File: config.mk
export PLATFORM = sky130hd
export DESIGN_NAME = mux_n_to_1_stream
export DESIGN_NICKNAME = d
export VERILOG_FILES = /design/src/rtl/mux_n_to_1_stream.sv
export SDC_FILE = /design/constraint.sdc
export NUM_CORES = 1
export LEC_CHECK = 0
export CAP_MARGIN = 10
export CORE_MARGIN = 10
export CORE_UTILIZATION = 38
export DETAILED_ROUTE_END_ITERATION = 6
export PLACE_DENSITY = 0.9
export SLEW_MARGIN = 25
export SYNTH_ARGS = -nofsm -noshare
export SYNTH_HDL_FRONTEND = slang
export SYNTH_SLANG_ARGS = --single-unit
File: constraint.sdc
create_clock -name clk -period 9.7 [get_ports clk]
set_input_delay 1.94 -clock clk [delete_from_list [all_inputs] [get_ports clk]]
set_output_delay 1.94 -clock clk [all_outputs]
set_load 0.05 [all_outputs]
File: src/rtl/mux_n_to_1_stream.sv
// Registered N:1 channel selector with a valid/ready output handshake.
// Direct mode presents one selected channel per request. Scan mode streams
// channels 0..CHANNELS-1 in order, advancing one channel per accepted beat.
//
// state   | meaning
// --------+--------------------------------------------------------------
// S_IDLE  | no request outstanding; Start is sampled here only
// S_VALID | Y/Y_ch/Err hold a beat waiting for the consumer (Busy=1)
module mux_n_to_1_stream #(
    parameter int WIDTH    = 8,
    parameter int CHANNELS = 32,
    parameter int SEL_W    = $clog2(CHANNELS)
) (
    input  logic                      clk,
    input  logic                      rst,
    input  logic [CHANNELS*WIDTH-1:0] I,
    input  logic [SEL_W-1:0]          Sel,
    input  logic                      Mode,
    input  logic                      Start,
    output logic [WIDTH-1:0]          Y,
    output logic [SEL_W-1:0]          Y_ch,
    output logic                      Y_valid,
    input  logic                      Y_ready,
    output logic                      Err,
    output logic                      Busy,
    output logic                      Done
);

    typedef enum logic {
        S_IDLE  = 1'b0,
        S_VALID = 1'b1
    } state_t;

    // One extra bit so the channel count itself is representable when
    // CHANNELS is a power of two.
    localparam logic [SEL_W:0]   CH_CNT  = (SEL_W + 1)'(CHANNELS);
    localparam logic [SEL_W-1:0] LAST_CH = SEL_W'(CHANNELS - 1);

    state_t           state_q, state_d;
    logic             mode_q, mode_d;
    logic [WIDTH-1:0] y_q, y_d;
    logic [SEL_W-1:0] ych_q, ych_d;
    logic             err_q, err_d;
    logic             done_q, done_d;

    logic [SEL_W-1:0] load_idx;
    logic [WIDTH-1:0] load_data;
    logic             sel_oor;

    assign sel_oor = ({1'b0, Sel} >= CH_CNT);

    // Channel mux; an index with no matching channel yields zero data.
    always_comb begin
        load_data = '0;
        for (int k = 0; k < CHANNELS; k++) begin
            if (load_idx == SEL_W'(k)) begin
                load_data = I[k*WIDTH +: WIDTH];
            end
        end
    end

    // Next-state logic: request capture, beat acceptance and scan advance.
    always_comb begin
        state_d  = state_q;
        mode_d   = mode_q;
        y_d      = y_q;
        ych_d    = ych_q;
        err_d    = err_q;
        done_d   = 1'b0;
        load_idx = Sel;

        case (state_q)
            S_IDLE: begin
                if (Start) begin
                    mode_d   = Mode;
                    load_idx = Mode ? '0 : Sel;
                    y_d      = load_data;
                    ych_d    = load_idx;
                    err_d    = ~Mode & sel_oor;
                    state_d  = S_VALID;
                end
            end
            S_VALID: begin
                if (Y_ready) begin
                    if (mode_q && (ych_q != LAST_CH)) begin
                        load_idx = ych_q + SEL_W'(1);
                        y_d      = load_data;
                        ych_d    = load_idx;
                        err_d    = 1'b0;
                    end else begin
                        state_d = S_IDLE;
                        done_d  = 1'b1;
                    end
                end
            end
            default: state_d = S_IDLE;
        endcase
    end

    // State and output registers, cleared asynchronously.
    always_ff @(posedge clk or posedge rst) begin
        if (rst) begin
            state_q <= S_IDLE;
            mode_q  <= 1'b0;
            y_q     <= '0;
            ych_q   <= '0;
            err_q   <= 1'b0;
            done_q  <= 1'b0;
        end else begin
            state_q <= state_d;
            mode_q  <= mode_d;
            y_q     <= y_d;
            ych_q   <= ych_d;
            err_q   <= err_d;
            done_q  <= done_d;
        end
    end

    assign Y       = y_q;
    assign Y_ch    = ych_q;
    assign Err     = err_q;
    assign Busy    = (state_q == S_VALID);
    assign Y_valid = (state_q == S_VALID);
    assign Done    = done_q;

endmodule

# Yosys cells after proc, flatten, opt, wreduce, memory -nomap -nowiden
# Index checks and enable logic that the tools add are counted.
dict set report totals {
  out_inout_bits 17
  regBits 17
}
dict set report op_classes {
  bitwise_logic 1
  muxes 56
  addsub 1
  reduce_logical 4
  eq_ne 35
}
# operator n
set ops {}
lappend ops {{2-to-1 mux 8 bit} 35}
lappend ops {{equality test 5 bit, second input constant} 16}
lappend ops {{equality test 5 x 4 -> 1 bit, second input constant} 8}
lappend ops {{2-to-1 mux 5 bit} 7}
lappend ops {{equality test 5 x 3 -> 1 bit, second input constant} 4}
lappend ops {{case mux 5 bit (2 select lines)} 2}
lappend ops {{case mux 8 bit (2 select lines)} 1}
lappend ops {{equality test 5 x 2 -> 1 bit, second input constant} 2}
lappend ops {{2-to-1 mux 1 bit} 9}
lappend ops {{adder 5 x 1 -> 5 bit, second input constant} 1}
lappend ops {{equality test 5 x 1 -> 1 bit, second input constant} 1}
lappend ops {{zero test 5 bit} 1}
lappend ops {{!= test 5 bit, second input constant} 1}
lappend ops {{!= test 2 bit, second input constant} 2}
lappend ops {{case mux 1 bit (2 select lines)} 2}
lappend ops {{AND reduction 3 bit} 1}
lappend ops {{!= test 2 x 1 -> 1 bit, second input constant} 1}
lappend ops {{AND reduction 2 bit} 1}
lappend ops {{logical AND 1 bit} 1}
lappend ops {{NOT 1 bit} 1}

# Depth between registers and ports, before layout
# Gate-level depths: netlist (run 1).
dict set report depth {
  word_depth 41
  depth_mapped 14
  mapped_depth_nobuf 12
}

# Worst setup path before layout (run 1)
# OpenSTA, ideal clock, no wires.
dict set report synth_timing {
  kind {input to register}
  start {input Y_ready}
  end {register y_q[1], in the netlist Y[1]}
  path_buffers 2
  slack_ns 5.673
  cell_stages 11
  t_arrival_ns 3.900
  required_time_ns 9.574
  cell_sequence {and4b_1 -> buf_2 -> buf_6 -> nand3_1 -> a2bb2o_1 -> a221oi_1 -> o31ai_1 -> a31o_1 -> a221oi_2 -> o41ai_1 -> a221o_1}
}
dict set report synth_via {
  elab_chain_len 38
  word_cells_on_any_way 72
  classes_between {eq/ne (32); mux (38); reduce/logical (2)}
}
# element line_no
set synth_rtl {}
lappend synth_rtl {{start, declared} 23} ;# input logic Y_ready,
lappend synth_rtl {{2-to-1 mux 5 bit} 84} ;# if (Y_ready) begin
lappend synth_rtl {{case mux 5 bit (2 select lines)} 72} ;# case (state_q)
lappend synth_rtl {{zero test 5 bit} 56} ;# if (load_idx == SEL_W'(k)) begin
lappend synth_rtl {{2-to-1 mux 8 bit (32 in a row)} 56}
lappend synth_rtl {{2-to-1 mux 8 bit} 85} ;# if (mode_q && (ych_q != LAST_CH)) begin
lappend synth_rtl {{2-to-1 mux 8 bit} 84}
lappend synth_rtl {{case mux 8 bit (2 select lines)} 72}
lappend synth_rtl {{end signal, assigned} 112} ;# y_q <= y_d;
lappend synth_rtl {{end, declared} 41} ;# logic [WIDTH-1:0] y_q, y_d;
# Several ways; a longest one is shown, not always the timed one. The select of a mux whose other input is x is not followed.
# A chain may end at the register's enable or synchronous reset.

# Worst setup path in the final report (run 1)
dict set report layout_timing {
  start {input Sel[1]}
  end {register y_q[5], in the netlist Y[5]}
}
dict set report layout_via {
  elab_chain_len 39
  word_cells_on_any_way 73
  classes_between {eq/ne (31); mux (41); reduce/logical (1)}
}
# element line_no
set layout_rtl {}
lappend layout_rtl {{start, declared} 17} ;# input logic [SEL_W-1:0] Sel,
lappend layout_rtl {{2-to-1 mux 5 bit, on equally long branches} {85, 76}}
lappend layout_rtl {{2-to-1 mux 5 bit, on equally long branches} {84, 74}}
lappend layout_rtl {{case mux 5 bit (2 select lines) (*)} 72}
lappend layout_rtl {{zero test 5 bit} 56}
lappend layout_rtl {{2-to-1 mux 8 bit (31 in a row)} 56}
lappend layout_rtl {{2-to-1 mux 8 bit (*)} 56}
lappend layout_rtl {{2-to-1 mux 8 bit} 85}
lappend layout_rtl {{2-to-1 mux 8 bit} 84}
lappend layout_rtl {{case mux 8 bit (2 select lines) (*)} 72}
# Mark *: on every way between the ends. The rest lies on a longest branch, timed or not. The select of a mux whose other input is x is not followed.

==> results.json, run 1 <==
{
  "cpPeakStageDelay_ps": 730,
  "cts_root_buf": "clkbuf_8",
  "placed_cell_area_sq_um": 6500,
  "ant_nets": 0,
  "drt_wl_total_mm": 25.2,
  "core_sq_um": 9330,
  "slew_headroom_pct": 35.1,
  "seq_area_frac_synth_pct": 10.9,
  "async_flop_share_pct": 100,
  "rsz0062_at_grt": "no",
  "io-pin-count": 283,
  "post-place-ws_ps": 4150,
  "stdcell_area_sq_um": 6560,
  "p_total_mw": 1.03,
  "finalSetupViolations": 0,
  "grt_pass1_vias": 6468,
  "status": "finished with violations",
  "chipHeight_um": 118,
  "crit_buf_inv": 1,
  "drive_gt1_share_pct": 3.30,
  "use_met2_pct": 54.9,
  "avgSynthCellArea_sq_um": 6.93,
  "synth_nets": 797,
  "hpwl_mm": 21.2,
  "worstMarginPinSlew_ps": 974,
  "setup_tns_ps": 0,
  "hold_path.class": "reg -> reg",
  "grt_pass1_wl_mm": 37.5,
  "synth_edf_count": 0,
  "multi_input_area_sq_um": 3090,
  "clk_path_buf_depth": 2,
  "clock-sinks": 16,
  "via_per_inst": 6.93,
  "startpoint_type": "primary input",
  "num_rows": 35,
  "ir_drop_mv": 0.104,
  "postCtsSetupRepairBufs": 0,
  "cts_hold_buf": 0,
  "synthFlopType": "dfrtp_1",
  "final_util_pct": 70.3,
  "worst_path_max_delay_cell": "clkdlybuf4s50_1",
  "vias": 6367,
  "gp_congestion": 1.08,
  "skew_ps": 10.2,
  "die_area_sq_um": 14000,
  "start_util_pct": 39.3,
  "hold_viol": 0,
  "cts_buffers": 3,
  "synth_cells": 529,
  "worstPathArrival_ps": 5670,
  "grt_use_met1_pct": 39.0,
  "critical_path_class": "in -> reg",
  "gr-max-usage-layer": "met2",
  "cts-htree-levels": 1,
  "ys_types": 82,
  "yosys_warnings": 0,
  "track_usage_pct": 33.2,
  "worstPathRequired_ps": 9880,
  "crit_family": "compound AO/OA/AOI/OAI gates",
  "maxSlewViolCount": 0,
  "post_cts_resized": 0,
  "synthesis.area_sq_um": 3670,
  "p_leak_nw": 2.33,
  "crit_fanout": 15,
  "clkSlewWorstSetupHoldPaths_ps": 70,
  "regArea_sq_um": 400,
  "fmax_mhz": 182,
  "insertion_delay_ps": 260,
  "routedWlPerCell_um": 27.4,
  "finalCritPeriodShare_pct": 56.5,
  "maxCapViolCount": 0,
  "final_nets": 1057,
  "drtPass1Iterations": 7,
  "violations": "DRC",
  "overflow": 0,
  "drc": 1,
  "end_kind": "flop",
  "finalCriticalPeriod_ps": 5480,
  "drtIter0Drc": 1022,
  "p_per_area_nw_per_um2": 158,
  "syn_to_final_growth_pct": 78.8,
  "cts_tree": "done",
  "fillers": 799,
  "ys_seq_elements": 16,
  "cp_cell_sequence": "clkdlybuf4s50_1, nand2b_1, mux2i_1, and2_0, a222oi_1, o2111ai_1, a221oi_1, a2111oi_0, nor3_1, o21ai_0",
  "grtUsageMet3_pct": 8.90,
  "port_buffers": 281,
  "grt_max_degree": 25,
  "antenna_found_initial": 2,
  "setup_ws_ps": 4220,
  "fp.dieW_um": 118
}
## metal layers
metal | share of wire, % | up-vias
met3 | 13 | 120
met2 | 47 | 656
li1 | - | 2708
met5 | 0 | -
met1 | 35 | 2883
met4 | 4.8 | 0
## flip-flops by register name (all words and copies together), names as in the netlist
signal  flops
Busy        1
Done        1
Y_ch        5
Y           8
mode_q      1
## worst min-delay path, cell delays in order, from the launching register on
cell and delay [ps]:
dfrtp_1 380, nand2_1 60, o21ai_0 60
## final cells by class
class                      instances  share of cell area [%]
multi-input combinational        477                    47.2
timing repair buffer             282                    43.0
sequential                        16                    6.11
tap                              129                    2.46
clock buffer                       3                   0.630
inverter                           9                   0.515
antenna                            3                   0.115
## synth_stat cells, drive strengths merged, types with 6 or more instances
cell	instances	area share, %
o22a	12	2.9
buf	16	2.8
nor4	8	1.5
nand3	26	3.5
o21ai	46	6.4
a21oi	32	4.4
nand2	56	5.7
a31oi	9	1.5
and2	9	1.5
o221ai	8	1.9
inv	9	0.92
nor2	45	4.6
a222oi	14	3.8
nand4	8	1.4
o22ai	35	6.1
mux2i	6	2.1
a22oi	17	3.5
a211oi	9	1.8
a221o	6	1.6
a221oi	20	4.9
nor2b	9	1.5
nor3	12	2.0
o211ai	6	1.2
dfrtp	16	11
clkbuf	11	1.1
## power by group
part	leakage (nW)	total, mW	internal [mW]	switching, mW
Combinational	2.12	0.834	0.325	0.509
Sequential	0.193	0.145	0.0979	0.0473
Clock	0.0216	0.0540	0.0277	0.0263
Total	2.33	1.03	0.450	0.583
## cell families after synthesis
logic type | Yosys count | share of synthesized area [%]
flops | 16 | 10.9
compound gates | 256 | 50.5
mux | 9 | 3.11
simple gates | 206 | 28.9
buf+inv | 36 | 4.85
fa+ha+maj | 2 | 0.682
xor+xnor | 3 | 0.922
other cells | 1 | 0.102
## path summary, 6_finish.rpt
path                       cells after the start  endpoint  slack [ps]  startpoint
min                                            2   Y_ch[4]         530     Y_ch[4]
min in group asynchronous                      2      Y[0]        2090         rst
max reg2reg                                   12      Y[5]        5080     Y_ch[0]
min reg2reg                                    2   Y_ch[4]         530     Y_ch[4]
max in group asynchronous                      2    mode_q        7170         rst
max                                           10      Y[5]        4220      Sel[1]
## placed cells by master (no fill, tap or decap), types with 12 or more instances in the layout
master             n
nand2_1           56
nor2_1            45
nand3_1           26
dfrtp_1           16
clkdlybuf4s50_1  281
a222oi_1          14
a22oi_1           17
a221oi_1          19
a21oi_1           32
o22a_1            12
o21ai_0           38
o22ai_1           34
## stage by stage
stage / std cells / hold slack (ps)
2_1_floorplan: 529 / 524
3_3_place_gp: 913 / 497
3_5_place_dp: 913 / 526
4_1_cts: 916 / 541
5_1_grt: 918 / 580
6_report: 919 / 532
(Power assumes the default switching activity.)
==> run 2, diff against run 1 <==
--- a/config.mk
+++ b/config.mk
@@ -7,9 +7,9 @@
 export LEC_CHECK = 0
 export CAP_MARGIN = 10
 export CORE_MARGIN = 10
-export CORE_UTILIZATION = 38
+export CORE_UTILIZATION = 35
 export DETAILED_ROUTE_END_ITERATION = 6
-export PLACE_DENSITY = 0.9
+export PLACE_DENSITY = 0.84
 export SLEW_MARGIN = 25
 export SYNTH_ARGS = -nofsm -noshare
 export SYNTH_HDL_FRONTEND = slang
==> constraint.sdc (replaced) <==
create_clock -name clk -period 5.4 [get_ports clk]
set_input_delay 1.08 -clock clk [delete_from_list [all_inputs] [get_ports clk]]
set_output_delay 1.08 -clock clk [all_outputs]
set_load 0.05 [all_outputs]
==> results.json, run 2 (synthesis gave the netlist of run 1 again) <==
{
  "syn_to_final_growth_pct": 79.9,
  "min_to": "Y_ch[4]",
  "cts_hold_buf": 0,
  "drt_wl_total_mm": 25.7,
  "insertion_delay_ps": 260,
  "overflow": 0,
  "ir_drop_mv": 0.253,
  "grt_pass1_wl_mm": 36.7,
  "r2r-start": "Y_ch[0]",
  "drive_gt1_share_pct": 3.79,
  "r2r_slack_ps": 960,
  "status": "finished, final reports clean",
  "clock-sinks": 16,
  "die_area_sq_um": 15000,
  "p_total_mw": 1.86,
  "p_leak_nw": 2.36,
  "p_per_area_nw_per_um2": 282,
  "start_util_pct": 35.7,
  "grt_max_degree": 25,
  "grt_pass1_vias": 6261,
  "largest_reg_flops": 8,
  "drtIter0Drc": 1131,
  "maxSlewViolCount": 0,
  "cts_buffers": 3,
  "rsz0062_at_grt": "no",
  "worstPathArrival_ps": 4640,
  "finalCriticalPeriod_ps": 4460,
  "track_usage_pct": 31.6,
  "gp_congestion": 1.08,
  "finalSetupViolations": 0,
  "routedWlPerCell_um": 27.6,
  "num_rows": 37,
  "cts_root_buf": "clkbuf_8",
  "cts-htree-levels": 1,
  "hold_path.class": "reg -> reg",
  "cts_tree": "done",
  "whs_path_depth": 2,
  "antenna_found_initial": 1,
  "final_nets": 1062,
  "worst_r2r_path_depth": 12,
  "fmax_mhz": 224,
  "min_from": "Y_ch[4]",
  "final_common_cell": "clkdlybuf4s50_1",
  "setup_tns_ps": 0,
  "end_kind": "flop",
  "crit_fanout": 19,
  "hold_viol": 0,
  "fp.dieW_um": 122,
  "chipHeight_um": 122,
  "drc": 0,
  "io-pin-count": 283,
  "worstMarginPinSlew_ps": 937,
  "startpoint_type": "primary input",
  "hpwl_mm": 21.7,
  "vias": 6209,
  "slew_headroom_pct": 37.5,
  "port_buffers": 281,
  "drtPass1Iterations": 7,
  "clkSlewWorstSetupHoldPaths_ps": 70,
  "post_cts_resized": 0,
  "critical_path_class": "in -> reg",
  "ant_nets": 0,
  "skew_ps": 7.37,
  "clk_path_buf_depth": 2,
  "maxCapViolCount": 0,
  "finalCritPeriodShare_pct": 82.5,
  "core_sq_um": 10300,
  "final_cell_mix": "281 x clkdlybuf4s50_1, 56 x nand2_1, 45 x nor2_1, 38 x o21ai_0, 34 x o22ai_1",
  "worstPathRequired_ps": 5580,
  "via_per_inst": 6.68,
  "postCtsSetupRepairBufs": 0,
  "r2r_end": "Y[5]"
}
run 2: cell count changes in the layout (fill, tap and decap cells not counted):
cell     previous run  this run
mux2i_1             3         4
diode_2             3         1
mux2i_2             2         1
buf_4               1         6
run 2: critical path: stages:
cell and delay (ps):
clkdlybuf4s50_1 540, and4b_1 690, nand3_1 340, o21ai_1 530, a22oi_1 210, o2111ai_1 180, a221oi_1 100, a2111oi_0 640
nor3_1 140, o21ai_0 180
run 2: final cells by class:
class                           instances  area [sq um]
Tap cell                              136           170
Antenna cell                            1          2.50
Clock buffer                            3          41.3
Multi-Input combinational cell        477          3090
Inverter                                9          33.8
Timing Repair Buffer                  287          2860
Sequential cell                        16           400
Fill cell                             934          3680
run 2: worst max-delay path by stage:
stage	end	slack, ps	cells after the start	from
global placement	Y[5]	800	10	Y_ready
global route	Y[5]	760	12	Y_ch[0]
floorplan	Y[1]	1860	14	Y_ch[0]
detailed placement	Y[5]	770	10	Y_ready
CTS	Y[5]	1040	10	Y_ready
finish	Y[5]	940	10	Y_ready
run 2: layer usage:
metal  wire [um]  vias to the layer above  track usage (%)
met5           0                        -                0
met3        3400                       62             8.17
met2       12300                      578             53.0
met1        9070                     2864             38.3
met4         842                        0             11.0
li1            -                     2705                -
run 2: metrics by stage:
| step | cell area [sq um] | setup WS (ps) | cells | hold slack (ps) | utilization (%) |
|---|---|---|---|---|---|
| after floorplan | 3670 | 1860 | 529 | 524 | - |
| after global placement | 6550 | 795 | 925 | 496 | 63.7 |
| after detailed placement | 6550 | 773 | 925 | 516 | 63.7 |
| after CTS | 6590 | 1040 | 928 | 530 | 64.1 |
| after global routing | 6590 | 762 | 929 | 552 | 64.2 |
| final | 6590 | 943 | 929 | 537 | 64.2 |
run 2: report_power, final:
group          internal [mW]  switching [mW]
combinational          0.592           0.921
clock                 0.0496          0.0433
sequential             0.176          0.0810
==> run 3, diff against run 2 <==
==> constraint.sdc (replaced) <==
create_clock -name clk -period 4.5 [get_ports clk]
set_input_delay 0.9 -clock clk [delete_from_list [all_inputs] [get_ports clk]]
set_output_delay 0.9 -clock clk [all_outputs]
set_load 0.05 [all_outputs]
==> results.json, run 3 (synthesis gave the netlist of run 1 again) <==
{
  "multi_input_area_sq_um": 3100,
  "maxSlewViolCount": 0,
  "post_cts_resized": 0,
  "finalCriticalPeriod_ps": 4310,
  "dp.cells": 937,
  "status": "finished with violations",
  "start_util_pct": 35.7,
  "syn_to_final_growth_pct": 82.5,
  "drc": 15,
  "antenna_cells": 0,
  "slew_headroom_pct": 42.8,
  "vias": 6282,
  "regArea_sq_um": 400,
  "cts-htree-levels": 1,
  "ant_nets": 0,
  "p_per_area_nw_per_um2": 341,
  "ir_drop_mv": 0.353,
  "drtIter0Drc": 1010,
  "skew_ps": 13.0,
  "critical_path_class": "reg -> reg",
  "grt_pass1_vias": 6431,
  "port_buffers": 281,
  "finalSetupViolations": 0,
  "io-pin-count": 283,
  "placed_cell_area_sq_um": 6640,
  "clk_path_buf_depth": 2,
  "fin_hold_ws_ps": 493,
  "overflow": 0,
  "startpoint_type": "flop",
  "drive_gt1_share_pct": 5.35,
  "cts_hold_buf": 0,
  "violations": "DRC",
  "end_kind": "flop",
  "drtPass1Iterations": 7,
  "gp_congestion": 1.06,
  "crit_fanout": 19,
  "clock-sinks": 16,
  "fp.dieW_um": 122,
  "p_leak_nw": 2.42,
  "fmax_mhz": 232,
  "fin_cells": 940,
  "worstPathArrival_ps": 4510,
  "stdcell_area_sq_um": 6690,
  "final_common_cell": "clkdlybuf4s50_1",
  "finalCritPeriodShare_pct": 95.8,
  "final_nets": 1074,
  "maxCapViolCount": 0,
  "cts_root_buf": "clkbuf_8",
  "cts_buffers": 3,
  "postCtsSetupRepairBufs": 0,
  "worstPathRequired_ps": 4700,
  "worstMarginPinSlew_ps": 857,
  "final_util_pct": 65.1,
  "routedWlPerCell_um": 27.3,
  "p_total_mw": 2.28,
  "grt_pass1_wl_mm": 37.3,
  "track_usage_pct": 32.0,
  "insertion_delay_ps": 260,
  "fillers": 902,
  "grt_max_degree": 22,
  "hold_path.class": "reg -> reg",
  "chipHeight_um": 122,
  "largest_reg_flops": 8,
  "clkSlewWorstSetupHoldPaths_ps": 80,
  "cts_tree": "done",
  "final_cell_mix": "281 x clkdlybuf4s50_1, 55 x nand2_1, 45 x nor2_1, 38 x o21ai_0, 34 x o22ai_1",
  "die_area_sq_um": 15000,
  "antenna_found_initial": 0,
  "hpwl_mm": 22.0,
  "num_rows": 37,
  "r2r_slack_ps": 190,
  "drt_wl_total_mm": 25.7,
  "hold_viol": 0,
  "via_per_inst": 6.68,
  "core_sq_um": 10300
}
==> run 3: changes by cell type in the layout (fill, tap and decap cells not counted) <==
cell	change
nor3_4	+1
nand2_2	+1
buf_4	+12
nor3_2	-1
diode_2	-1
nand2_1	-1
==> run 3: worst paths after layout <==
path                       endpoint  cells past startpoint     from
hold reg to reg                Y[6]                      2     Y[6]
setup / recovery               Y[1]                     11  Y_ch[0]
max in group asynchronous   Y_ch[1]                      2      rst
hold / removal                 Y[6]                      2     Y[6]
min in group asynchronous      Y[6]                      2      rst
setup reg to reg               Y[1]                     11  Y_ch[0]
==> run 3: cell type report <==
| cell class | count | share of cell area [%] |
|---|---|---|
| clock buffers | 3 | 0.617 |
| inverters | 9 | 0.505 |
| multi-input cells | 477 | 46.3 |
| flip-flops and latches | 16 | 5.98 |
| well taps | 136 | 2.54 |
| repair buffers | 299 | 44.1 |
==> run 3: through the flow <==
step / worst slack, ps / TNS (ps)
6_report: 189 / 0
4_1_cts: 232 / 0
3_5_place_dp: 133 / 0
3_3_place_gp: 201 / 0
5_1_grt: -0.808 / -0.808
2_1_floorplan: 956 / 0
==> run 3: critical path, cell delays in order, from the launching register on <==
cell	delay (ps)
dfrtp_1	520
ha_1	350
and3_1	220
ha_1	220
and4b_1	720
nor4b_2	200
a21oi_1	550
o22ai_1	250
nor4_1	350
a221oi_2	110
o41ai_1	530
a221o_1	230
==> run 3: where the power goes <==
part	switching (mW)	internal [mW]
clock network	0.0552	0.0596
logic	1.12	0.733
registers	0.0985	0.211
==> run 3: per-layer routing <==
layer	track usage [%]	share of wire (%)	vias up	routed length [um]
met5	0	0	-	0
met3	8.17	12	86	3120
li1	-	-	2729	-
met2	53.4	48	570	12300
met4	12.7	4.3	0	1110
met1	38.4	36	2897	9180
==> edit (flow settings as in run 2) <==
Make the reset (`rst`) synchronous in one clocked block. Comments in the files are not updated.
--- a/src/rtl/mux_n_to_1_stream.sv
+++ b/src/rtl/mux_n_to_1_stream.sv
@@ -98,7 +98,7 @@
     end
 
     // State and output registers, cleared asynchronously.
-    always_ff @(posedge clk or posedge rst) begin
+    always_ff @(posedge clk) begin
         if (rst) begin
             state_q <= S_IDLE;
             mode_q  <= 1'b0;
Function: differs if rst is asserted again (counterexample within 4 cycles, from zero or initial values and one cycle with rst high); with rst held inactive, the same outputs for 4 cycles.
==> edit against run 2 <==
Sequential cell count did not move. Worst setup slack got worse by 0.17 ns. Cell count is 6.5% higher. Area after synthesis is 8.3% higher. Cell area grew 4.6%. Non-clock buffer count rose by 4. Register-to-register slack got worse by 0.18 ns. Core utilization fell by 1.4 points. Global-route usage increased by 0.80 points. Wire length increased by 9.7%. Critical path depth grew 2. First-iteration DRC count decreased by 1.7%. Critical endpoint is now Y[2].
Power is not compared: it rests on default switching activity, and its combinational part moved more than twofold at a synthesized area within 25%.
==> edit: results (changes against run 2) <==
Clock network:
- The number of resized instances in the post-cts repair step is 0 (unchanged).
- The post-CTS setup buffer count is 0 (unchanged).
- The maximum clock path buffer count is 2 (unchanged).
- The number of CTS-inserted buffers is 3 (unchanged).
- The root buffer cell chosen for the clock tree is sky130_fd_sc_hd__clkbuf_16.
- The clock slew seen by the registers of the worst setup and hold paths is 0.05 ns (-0.02 ns).

Route:
- The detailed-router iteration count before antenna repair is 7 (unchanged).
- The amount of wire on met2 after detailed routing was 13600 um (+10%).
- The post-detailed-route wirelength per cell was 28.4 um (+3.0%).
- The total routed wire length on the met1 layer came to 10300 um (+14%).
- The initial detailed-routing violation count is 1112 (-1.7%).
- The total via count in the routed design is 6717 (+8.2%).
- Signal routing reaches up to met5.
- The met3 layer wire length in the routed design was 3350 um (-1.6%).

Worst setup path:
- The maximum fanout along the worst path is 28 (+9).
- In this run the critical register-to-register path is captured at Y[2].
- The reg2reg setup slack is 0.78 ns (-0.18 ns).
- The number of cell instances on the worst register-to-register path is 12 (unchanged).
- The worst register-to-register path begins at Y_ch[0].
- The critical path arrival was 4.76 ns (+0.12 ns).

Logic synthesis:
- The fraction of the yosys area taken by sequential cells came to 8.07% (-2.9 points).
- sky130_fd_sc_hd__dfxtp_1 takes more of the synthesized area than any other cell.
- Ranked by instance count, the synthesized netlist is headed by sky130_fd_sc_hd__nor2_1, sky130_fd_sc_hd__nand2_1, sky130_fd_sc_hd__a21oi_1.
- The share of async-settable or async-resettable flops after synthesis was 0% (-100 points).
- The post-synthesis cell type count is 83 (+1.2%).
- The synthesized netlist net count is 869 (+9.0%).
- Sorting the synthesized cells by area gives the leading types as sky130_fd_sc_hd__dfxtp_1, sky130_fd_sc_hd__a21oi_1, sky130_fd_sc_hd__o22ai_1.

Placement:
- The count of input and output buffers came to 281 (unchanged).
- The half-perimeter wire length after placement came to 23500 um (+8.5%).
- The placed instance area is 6780 um^2 (+3.6%).
- The final RePlAce weighted congestion is 0.998 (-7.3%).

Global routing:
- The global-route total usage across every layer was 32.4% (+0.80 points).
- The global-route wire length before repair is 41800 um (+14%).
- The maximum number of pins on one net before global-route repair is 29 (+16%).
- The number of antenna violations at the first check in global routing is 5 (+4).
- The number of global-route vias before repair is 6886 (+10%).

STA:
- The final number of hold-violating endpoints came to 0 (unchanged).
- The worst slew slack as a fraction of its limit was 32.4% (-5.1 points).
- The part of the cycle the worst path needs is 85.6% (+3.1 points).
- The largest clock skew in the final design came to 0.00205 ns (-0.00532 ns).

Min path:
- The hold path startpoint is Y[0].
- The path class of the tightest hold or removal check is flip-flop to flip-flop.
- The hold path depth is 2 (unchanged).
- For hold timing, the worst endpoint is Y[0].

Finish:
- The final net count was 1115 (+5.0%).
- The fraction of final layout cells with drive strength greater than 1 was 4.37% (+0.59 points).
- The number of flip-flops in the largest register came to 8 (unchanged).

Outcome:
- The flow ran to the end, and the final reports show no timing, DRC or antenna violations.

Power:
- The maximum vdd ir drop is 142 uV.
edit: routing by layer:
metal  GRT usage [%]  up-vias
met3            9.87       90
met1            38.4     3133
met5               0        -
met2            55.9      543
met4            7.10        4
li1                -     2947
edit: logic make-up after synthesis:
logic type / count (synthesis) / share of synthesized area (%)
AOI/OAI and AO/OA: 299 / 53.8
and+or+nand+nor: 219 / 28.4
buffers and inverters: 55 / 6.77
DFF: 16 / 8.07
muxes: 5 / 1.45
xor gates and xnor gates: 4 / 0.882
adders and majority gates: 2 / 0.630
other: 1 / 0.0944
edit: worst max-delay path by stage:
stage	from	end	slack, ns	depth (start not counted)
after floorplan	Y_ch[1]	Y[0]	1.93	14
after global placement	Y_ready	Y[1]	0.81	11
after detailed placement	Y_ready	Y[4]	0.80	10
after CTS	Y_ch[0]	Y[2]	0.92	12
after global routing	Y_ch[0]	Y[2]	0.51	12
final	Y_ch[0]	Y[2]	0.78	12
edit: cell type report:
class | count | area [um^2]
Inverter | 5 | 18.8
Clock buffer | 4 | 88.8
Tap cell | 140 | 175
Multi-Input combinational cell | 530 | 3400
Antenna cell | 3 | 7.51
Sequential cell | 16 | 320
Fill cell | 1002 | 4090
Timing Repair Buffer | 291 | 2890
edit: worst max-delay path, stage by stage (launching register included):
cell	delay [ns]
sky130_fd_sc_hd__dfxtp_1	0.72
sky130_fd_sc_hd__ha_1	0.48
sky130_fd_sc_hd__and3_1	0.21
sky130_fd_sc_hd__ha_1	0.18
sky130_fd_sc_hd__nand4b_4	0.34
sky130_fd_sc_hd__mux2_2	0.44
sky130_fd_sc_hd__nand2b_1	0.51
sky130_fd_sc_hd__a222oi_1	0.53
sky130_fd_sc_hd__o221a_2	0.28
sky130_fd_sc_hd__a221oi_1	0.05
sky130_fd_sc_hd__o21ai_0	0.36
sky130_fd_sc_hd__a31oi_1	0.20
sky130_fd_sc_hd__o21a_1	0.20
edit: power by group:
part | switching, mW | internal (mW) | total, mW | leakage [nW]
clock | 0.0474 | 0.113 | 0.160 | 0.0442
sequential | 0.0174 | 0.130 | 0.147 | 0.132
combinational | 0.291 | 0.290 | 0.581 | 2.25
total | 0.356 | 0.533 | 0.888 | 2.43
edit: through the flow:
step | hold slack (ns) | util (%) | cells | worst slack (ns)
2_1_floorplan | 0.534 | - | 601 | 1.93
3_3_place_gp | 0.503 | 61.8 | 982 | 0.810
6_report | 0.539 | 62.8 | 989 | 0.777
4_1_cts | 0.524 | 62.6 | 986 | 0.921
3_5_place_dp | 0.501 | 61.8 | 982 | 0.803
5_1_grt | 0.560 | 62.8 | 988 | 0.511
